File: config.mk
export PLATFORM = sky130hd
export DESIGN_NAME = ps2_keyboard_interface
export DESIGN_NICKNAME = d
export VERILOG_FILES = /design/src/rtl/ps2_keyboard_interface.sv
export SDC_FILE = /design/constraint.sdc
export NUM_CORES = 1
export LEC_CHECK = 0
export CORE_ASPECT_RATIO = 1.25
export CORE_UTILIZATION = 50
export DETAILED_ROUTE_END_ITERATION = 8
export GPL_TIMING_DRIVEN = 0
export PLACE_DENSITY = 0.73
export SLEW_MARGIN = 20
export SYNTH_ARGS = -nofsm -noshare
export SYNTH_HDL_FRONTEND = slang
export SYNTH_SLANG_ARGS = --single-unit
File: constraint.sdc
create_clock -name clock -period 5 [get_ports clock]
set_input_delay 1.5 -clock clock [delete_from_list [all_inputs] [get_ports clock]]
set_output_delay 1.5 -clock clock [all_outputs]
set_load 0.01 [all_outputs]
File: src/rtl/ps2_keyboard_interface.sv
// PS/2 device-to-host receiver with a byte FIFO, exposed on the core data bus
// as a status register (+0) and a data register (+4).
//
// state  | meaning
// IDLE   | waiting for a start bit (strobe with data=0)
// DATA   | shifting in 8 data bits, LSB first
// PARITY | capturing the odd-parity bit
// STOP   | checking stop bit and parity, then push or flag an error
module ps2_keyboard_interface #(
  parameter logic [31:0] BASE_ADDRESS   = 32'hFF20_0100,
  parameter int          FIFO_DEPTH     = 16,
  parameter int          FILTER_CYCLES  = 8,
  parameter int          TIMEOUT_CYCLES = 50000
) (
  input  logic        clock,
  input  logic        reset,
  input  logic        ps2_clock,
  input  logic        ps2_data,
  input  logic [31:0] bus_address,
  input  logic [31:0] bus_write_data,
  input  logic [2:0]  bus_format,
  input  logic        bus_read_enable,
  input  logic        bus_write_enable,
  output logic [31:0] bus_data_fetched
);

  localparam int PW = (FIFO_DEPTH > 1) ? $clog2(FIFO_DEPTH) : 1;
  localparam int FW = $clog2(FILTER_CYCLES + 1);
  localparam int TW = $clog2(TIMEOUT_CYCLES + 1);

  typedef enum logic [1:0] {IDLE, DATA, PARITY, STOP} state_t;

  // index 0 carries ps2_clock, index 1 carries ps2_data
  logic [1:0]    sync0, sync1, filt;
  logic [FW-1:0] fcnt [2];
  logic          filt_clk_d;
  logic          strobe, sample;

  state_t        state;
  logic [2:0]    bit_cnt;
  logic [7:0]    shift;
  logic          par;
  logic [TW-1:0] timer;
  logic          push_req, ferr_set;
  logic [7:0]    push_byte;

  logic [7:0]    mem [FIFO_DEPTH];
  logic [PW-1:0] wr_ptr, rd_ptr;
  logic [4:0]    count;
  logic          overflow, frame_error;
  logic          not_empty, full, push_ok, pop;
  logic          selected, status_wr;
  logic [31:0]   status_word, data_word;
  logic          unused;

  assign unused = ^{bus_format, bus_write_data[31:4], bus_write_data[1:0], bus_address[1:0]};

  always_ff @(posedge clock) begin
    if (reset) begin
      sync0      <= 2'b11;
      sync1      <= 2'b11;
      filt       <= 2'b11;
      fcnt[0]    <= '0;
      fcnt[1]    <= '0;
      filt_clk_d <= 1'b1;
    end else begin
      sync0      <= {ps2_data, ps2_clock};
      sync1      <= sync0;
      filt_clk_d <= filt[0];
      for (int i = 0; i < 2; i++) begin
        if (sync1[i] != filt[i]) begin
          if (fcnt[i] == FW'(FILTER_CYCLES - 1)) begin
            filt[i] <= sync1[i];
            fcnt[i] <= '0;
          end else begin
            fcnt[i] <= fcnt[i] + FW'(1);
          end
        end else begin
          fcnt[i] <= '0;
        end
      end
    end
  end

  assign strobe = filt_clk_d & ~filt[0];
  assign sample = filt[1];

  always_ff @(posedge clock) begin
    if (reset) begin
      state     <= IDLE;
      bit_cnt   <= '0;
      shift     <= '0;
      par       <= 1'b0;
      timer     <= '0;
      push_req  <= 1'b0;
      push_byte <= '0;
      ferr_set  <= 1'b0;
    end else begin
      push_req <= 1'b0;
      ferr_set <= 1'b0;
      if (state == IDLE || strobe) timer <= '0;
      else                         timer <= timer + TW'(1);

      if (state != IDLE && !strobe && timer == TW'(TIMEOUT_CYCLES - 1)) begin
        state    <= IDLE;
        shift    <= '0;
        ferr_set <= 1'b1;
      end else if (strobe) begin
        case (state)
          IDLE: begin
            if (!sample) begin
              state   <= DATA;
              bit_cnt <= '0;
            end
          end
          DATA: begin
            shift   <= {sample, shift[7:1]};
            bit_cnt <= bit_cnt + 3'd1;
            if (bit_cnt == 3'd7) state <= PARITY;
          end
          PARITY: begin
            par   <= sample;
            state <= STOP;
          end
          STOP: begin
            if (sample && (^{shift, par})) begin
              push_req  <= 1'b1;
              push_byte <= shift;
            end else begin
              ferr_set <= 1'b1;
            end
            state <= IDLE;
          end
          default: state <= IDLE;
        endcase
      end
    end
  end

  assign selected  = bus_address[31:3] == BASE_ADDRESS[31:3];
  assign not_empty = count != 5'd0;
  assign full      = count == 5'(FIFO_DEPTH);
  assign pop       = selected & bus_read_enable & bus_address[2] & not_empty;
  assign push_ok   = push_req & (~full | pop);
  assign status_wr = selected & bus_write_enable & ~bus_address[2];

  always_ff @(posedge clock) begin
    if (reset) begin
      wr_ptr      <= '0;
      rd_ptr      <= '0;
      count       <= '0;
      overflow    <= 1'b0;
      frame_error <= 1'b0;
    end else begin
      if (push_ok) begin
        mem[wr_ptr] <= push_byte;
        wr_ptr      <= wr_ptr + PW'(1);
      end
      if (pop) rd_ptr <= rd_ptr + PW'(1);
      case ({push_ok, pop})
        2'b10:   count <= count + 5'd1;
        2'b01:   count <= count - 5'd1;
        default: count <= count;
      endcase
      // a set event in the same cycle as a clear wins
      overflow    <= (overflow & ~(status_wr & bus_write_data[2])) | (push_req & ~push_ok);
      frame_error <= (frame_error & ~(status_wr & bus_write_data[3])) | ferr_set;
    end
  end

  assign status_word = {19'd0, count, 4'd0, frame_error, overflow, full, not_empty};
  assign data_word   = not_empty ? {23'd0, 1'b1, mem[rd_ptr]} : 32'd0;

  always_comb begin
    bus_data_fetched = 32'd0;
    if (selected && bus_read_enable)
      bus_data_fetched = bus_address[2] ? data_word : status_word;
  end

endmodule

==> metrics.txt, run 1 <==
register area share after synthesis 0.638; DRT iter0 DRCs about 470; row count 52; min-delay src sync0[0]$_SDFF_PP1_; largest net degree at the start of global routing 18; worst path required time 3500 ps; max_slew headroom 0.301; Final ANT Viol Nets 0; top cell type's share of synthesized area 0.482; first-pass GRT wire length 28200 um; final hold violation count 0; WL final 18300 um; post-synthesis mux area share 0.128; reg2reg start count[1]$_SDFFE_PP0P_; Post-synth EDFFs 136; max-slew violation count 0; ANT cells 0; MaxCap Viol Count 0; CP most frequent cell buf_6; Mapped Cells roughly 600; H-tree levels 1; share of cells above drive strength 1 0.216; distinct cell type count after synthesis just over 50; Startpoint Class primary input; CTS Buf Count 19; Starting Density 0.517; setup ws final -114 ps; core area ~0.016 sq mm; Max Root-Sink Buffers 3; Skew-Pair Late Insertion Delay roughly 470 ps; WP data arrival 3610 ps; wire length per cell between 15 and 20 um; I/O pin count between 100 and 150; Vias between 5000 and 6000; area share of fa/ha/maj cells after synthesis 0.0222; max incr delay on CP 510 ps; Worst setup startpoint bus_address[19]; vias in the first global route between 5000 and 6000; GR Util All Layers 0.209; Setup TNS -851 ps; CP max-delay cell or4b_1; largest family of logic cells by synthesized area multiplexers; RSZ-0062 raised after global routing yes; final worst path period share 1.02; largest area contributor in the netlist edfxtp_1; synth cell count leaders edfxtp_1, nor2_1, dfxtp_1, mux4_2; Crit. End Element primary output; HP Class reg2reg; Inst Count DP about 900; Mean Syn Cell Area ~14 sq um; Synth Register Bits slightly above 200; ys flop type edfxtp_1; Synth-to-Final Area Change 22.0%; initial antenna violation count 0; failing checks setup timing; Synth area leaders edfxtp_1, dfxtp_1, mux4_2, nor2_1, ha_1; CP Max Fanout 3; DR vias/cell between 5 and 6; IO Port Bufs 50; library cell with the highest instance count after synthesis edfxtp_1; Crit Path Class in2out; Nets approximately 800; Worst Clk Skew between 7 and 8 ps; Root Buffer clkbuf_16; die height 148 um; Die ar. 0.0175 sq mm; Residual DRC 0; Setup violations, final 13; Die Wd 118 um; final core utilization 0.630; Place WS -1120 ps; crit-path cells buf_6 > or4b_1 > or4_4 > buf_6 > or2_4 > nor3_4 > buf_6 > nand2_1 > o21ai_2 > buf_2; total design power 3.33 mW; Mapped Area 0.00847 sq mm; Final Wtd Congestion 0.768; Synth Area in XOR/XNOR 0.0337; Pre-antenna DRT Iters 4; register clock-pin slew on the reported worst setup and hold paths roughly 60 ps; Yosys warnings 0; final HPWL from detailed placement between 10000 and 15000 um; min Tclk post-route ~5000 ps; Async SR Flop Fraction 0; static leakage 3.84 nW; CTS tree built; GRT overflow 0; Post-Layout Cell Count 935; compound-gate portion of the synthesized area 0.0270; CTS Sinks about 200; actual slew at the worst max-slew pin around 1000 ps; Fmax achieved 196 MHz; Synth Area in Simple Gates 0.115; status complete, but fails checks; peak supply drop 0.000258 V; PD cells about 320 mW/mm^2
[critical path, delay by kind of cell]
kind / cells / cell delay [ps]
AOI/OAI and AO/OA: 1 / 50
buffers and inverters: 4 / 550
and+or+nand+nor: 5 / 1510
[timing repair]
action	4_1_cts	5_1_grt
buffers inserted	12	5
pin swaps	7	13
gates resized for setup	89	36
endpoints found under the setup margin	13	13
hold buffers	0	0
[area by class of cell]
| cell class | count | area, sq um |
|---|---|---|
| tap | 216 | 270 |
| buffer | 43 | 259 |
| sequential | 202 | 5410 |
| multi-input combinational | 359 | 3030 |
| clock inverter | 10 | 150 |
| inverter | 15 | 56.3 |
| fill | 1188 | 6060 |
| clock buffer | 23 | 490 |
| timing repair buffer | 67 | 674 |
[stage by stage]
| step | hold WS, ps | instance area [sq um] |
|---|---|---|
| after global placement | 394 | 9360 |
| after global routing | 418 | 10300 |
| after detailed placement | 396 | 9380 |
| after floorplan | 389 | 8590 |
| after CTS | 411 | 10200 |
| final | 409 | 10300 |
[cell families (layout without fill, tap and decap cells)]
kind of cell             Yosys count  after routing
AO/OA/AOI/OAI                     38             38
XOR/XNOR                          31             31
adder cells (fa/ha/maj)           15             15
buffers and inverters             59            158
flip-flops                       202            202
multiplexers                      58             58
other                              2             27
AND/OR/NAND/NOR                  190            190
[state kept, by name, indices dropped and copies added, names as in the netlist, 2 cells and up, named ones only]
| register | flops |
|---|---|
| sync1 | 2 |
| count | 5 |
| push_byte | 8 |
| fcnt | 8 |
| mem | 128 |
| state | 2 |
| shift | 8 |
| rd_ptr | 4 |
| timer | 16 |
| wr_ptr | 4 |
| bit_cnt | 3 |
| filt | 2 |
| sync0 | 2 |
[final timing paths]
| check | end | slack (ps) | cells past startpoint |
|---|---|---|---|
| worst max-delay path | bus_data_fetched[3] | -110 | 10 |
| worst min-delay path | sync1[0]$_SDFF_PP1_ | 410 | 1 |
| worst max register to register | count[4]$_SDFFE_PP0P_ | 1430 | 15 |
| worst min register to register | sync1[0]$_SDFF_PP1_ | 410 | 1 |
[power by group]
part | switching (mW) | internal [mW]
combinational | 0.0325 | 0.0420
sequential | 0.00318 | 1.77
clock | 0.581 | 0.905
total | 0.616 | 2.71
[layout by cell type, fill, tap and decap left out, types with 16 or more instances in the layout]
cell type        netlist  layout
clkdlybuf4s50_1        0      17
clkbuf_1              18      22
clkbuf_16              0      19
buf_4                 19      29
nand2_1               19      17
nor2_1                73      73
mux4_2                40      40
dlymetal6s2s_1         0      16
dfxtp_1               66      66
conb_1                 2      27
mux2i_1               18      18
edfxtp_1             136     136
[per-layer routing]
metal | vias to the layer above | global-route usage | part of all wire
met5 | - | 0 | 0
met4 | 0 | 0.0734 | 0.033
met3 | 43 | 0.0285 | 0.047
met2 | 148 | 0.397 | 0.56
met1 | 2565 | 0.240 | 0.36
li1 | 2391 | - | -
Note: power is estimated with default switching activity, not from simulation.
==> run 2: changes to the inputs <==
- CORE_UTILIZATION: 50 -> 54
- PLACE_DENSITY: 0.73 -> 0.75
- clock period: 5 -> 5.75 ns (I/O delays scaled with it)
==> run 2 against run 1 <==
Net effect: the flow now finishes without violations; setup slack better by 210 ps; count of clock-buffer cells in the layout increased by 6; first-iteration DRC count decreased by 26%; sequential share of layout area increased by 1.4 points; flip-flop and latch count unchanged; hold slack gained 14 ps; clock skew rose by 12 ps; non-clock buffer count fell by 9; wire length down 6.1%; total power fell by 15%; critical path type unchanged; largest cell class unchanged; largest power group unchanged.
==> metrics.txt, run 2 (synthesized netlist as in run 1, its figures left out) <==
largest net degree at the start of global routing 18 (unchanged); core area 0.0151 sq mm (was 0.0164 sq mm); reg2reg start count[1]$_SDFFE_PP0P_ (unchanged); Die Wd 114 um (was 118 um); multi-input logic area 0.00293 sq mm (was 0.00303 sq mm); GR Util met3 0.0260 (was 0.0285); Hold EP sync1[1]$_SDFF_PP1_ (was sync1[0]$_SDFF_PP1_); max_slew headroom 0.253 (was 0.301); clock share of power 0.437 (was 0.446); Hold Path Depth 1 (unchanged); CTS Sinks 202 (unchanged); Max Root-Sink Buffers 3 (unchanged); Synth-to-Final Area Change 18.9% (was 22.0%); Final ANT Viol Nets 0 (unchanged); initial antenna violation count 0 (unchanged); worst r2r dst count[4]$_SDFFE_PP0P_ (unchanged); crit-path cells clkdlybuf4s50_1 > nor4_1 > nand4_1 > or4_4 > buf_12 > o21ai_1 > buf_2 (was buf_6 > or4b_1 > or4_4 > buf_6 > or2_4 > nor3_4 > buf_6 > nand2_1 > o21ai_2 > buf_2); CTS tree built (unchanged); Setup violations, final 0 (was 13); NetSw 566 uW (was 616 uW); Setup TNS 0 ps (was -851 ps); MaxCap Viol Count 0 (unchanged); Largest Register mem (unchanged); Comb power frac 0.022 (about the same); FF/Latch Area 0.00541 sq mm (unchanged); Vias 5053 (was 5147); I/O pin count 105 (unchanged); final HPWL from detailed placement 11700 um (was 12100 um); sequential power share 0.541 (was 0.531); first-pass GRT wire length 27000 um (was 28200 um); IO Port Bufs 50 (unchanged); Fmax achieved about 180 MHz; met1 Use GR 0.253 (was 0.240); HP Class reg2reg (unchanged); Startpoint Class primary input (unchanged); register clock-pin slew on the reported worst setup and hold paths 60 ps (about the same); ANT cells 0 (unchanged); Crit Path Class in2out (unchanged); peak supply drop 0.000232 V (was 0.000258 V); global-route met2 utilization 0.415 (was 0.397); Largest register FFs 128 (unchanged); share of cells above drive strength 1 0.187 (was 0.216); max-slew violation count 0 (unchanged); min-delay src sync0[1]$_SDFF_PP1_ (was sync0[0]$_SDFF_PP1_); Fillers 1078 (was 1188); Worst setup startpoint bus_address[16] (was bus_address[19]); Sw Ratio 0.199 (was 0.185); total design power 2.84 mW (was 3.33 mW); GRT overflow 0 (unchanged); Crit. End Element primary output (unchanged); Root Buffer clkbuf_16 (unchanged); row count 50 (was 52); status completed (was complete, but fails checks); H-tree levels 1 (unchanged); global routing's busiest layer met2 (unchanged); Area after DPL 0.00935 sq mm (was 0.00938 sq mm); most frequent cells in the layout edfxtp_1, nor2_1, dfxtp_1 (unchanged); static leakage 3.61 nW (was 3.84 nW); actual slew at the worst max-slew pin 1120 ps (was 1040 ps); GR Util All Layers 0.219 (was 0.209); WP data arrival 3930 ps (was 3610 ps); commonest non-fill, non-tap cell in the layout edfxtp_1 (unchanged); vias in the first global route 5224 (was 5391); worst r2r path cells 13 (was 15); WL final 17200 um (was 18300 um); CP max-delay cell or4_4 (was or4b_1); max incr delay on CP 610 ps (was 510 ps); Skew-Pair Late Insertion Delay 490 ps (was 470 ps); Worst R2R Setup Slack 2520 ps (was 1430 ps); Die ar. 0.0162 sq mm (was 0.0175 sq mm); die height 142 um (was 148 um); Worst Clk Skew 19.8 ps (was 7.84 ps); Residual DRC 0 (unchanged); RSZ-0062 raised after global routing no (was yes); # hold bufs at CTS 0 (unchanged); Nets 788 (was 795); Starting Density 0.560 (was 0.517); min Tclk post-route about 5700 ps; worst path required time 4030 ps (was 3500 ps); DR vias/cell 5.47 (was 5.50); CP Max Fanout 5 (was 3); final worst path period share 0.983; Final Wtd Congestion 0.778 (was 0.768); biggest regs mem x128, timer x16 (unchanged); cell area after layout 0.0101 sq mm (was 0.0103 sq mm); final hold violation count 0 (unchanged); Pre-antenna DRT Iters 5 (was 4); DRT iter0 DRCs 344 (was 468); Pint 2.28 mW (was 2.71 mW); wire length per cell 18.6 um (was 19.6 um); PD cells 282 mW/mm^2 (was 322 mW/mm^2); CTS Buf Count 21 (was 19)
## run 2: changes by cell type in the layout (fill, tap and decap cells not counted), moves of 3 or more
cell	before	now
dlygate4sd2_1	0	5
nor4_4	3	0
dlymetal6s2s_1	16	0
buf_6	15	4
buf_2	9	15
buf_4	29	23
nor2b_1	3	7
clkdlybuf4s50_1	17	33
bufinv_16	4	0
nor2b_4	4	0
nor4_1	2	5
## run 2: worst max-delay path by stage
stage / end / slack, ps / depth (start not counted)
detailed placement: bus_data_fetched[1] / -960 / 8
CTS: bus_data_fetched[12] / 20 / 9
floorplan: bus_data_fetched[1] / 260 / 6
global placement: bus_data_fetched[1] / -920 / 8
global route: bus_data_fetched[3] / 90 / 7
finish: bus_data_fetched[2] / 100 / 7
## run 2: per-layer routing
| metal | part of all wire | routed length [um] |
|---|---|---|
| met4 | 0.024 | 404 |
| met1 | 0.39 | 6700 |
| met5 | 0 | 0 |
| met3 | 0.035 | 599 |
| met2 | 0.55 | 9460 |
## run 2: area by class of cell
class | count | area share
Inverter | 15 | 0.00559
Tap cell | 208 | 0.0258
Clock buffer | 29 | 0.0572
Buffer | 43 | 0.0252
Multi-Input combinational cell | 359 | 0.291
Sequential cell | 202 | 0.537
Timing Repair Buffer | 58 | 0.0528
Clock inverter | 9 | 0.00596
## run 2: through the flow
step / worst slack [ps] / util / std cells / hold slack (ps)
floorplan: 258 / - / 620 / 389
global placement: -915 / 0.616 / 878 / 404
detailed placement: -957 / 0.617 / 878 / 399
CTS: 19.9 / 0.665 / 923 / 421
global route: 91.5 / 0.665 / 923 / 450
finish: 98.4 / 0.665 / 923 / 423
## run 2: critical path, delay by kind of cell
family                 cells  cell delay, ps
buffers and inverters      3             740
AO/OA/AOI/OAI              1             110
AND/OR/NAND/NOR            3            1340
## run 2: repair_timing
item	in CTS	in global routing
pin swaps	6	3
gates resized for setup	71	2
endpoints found under the setup margin	13	8
cloned	1	0
setup buffers	7	0
## run 2: power by group through the flow
| stage | sequential, mW | clock (mW) | combinational, mW |
|---|---|---|---|
| 2_1_floorplan | 1.57 | 0 | 0.0300 |
| 3_3_place_gp | 1.57 | 0 | 0.0596 |
| 3_5_place_dp | 1.57 | 0 | 0.0611 |
| 4_1_cts | 1.54 | 1.26 | 0.0609 |
| 5_1_grt | 1.54 | 1.31 | 0.0671 |
| 6_report | 1.54 | 1.24 | 0.0620 |
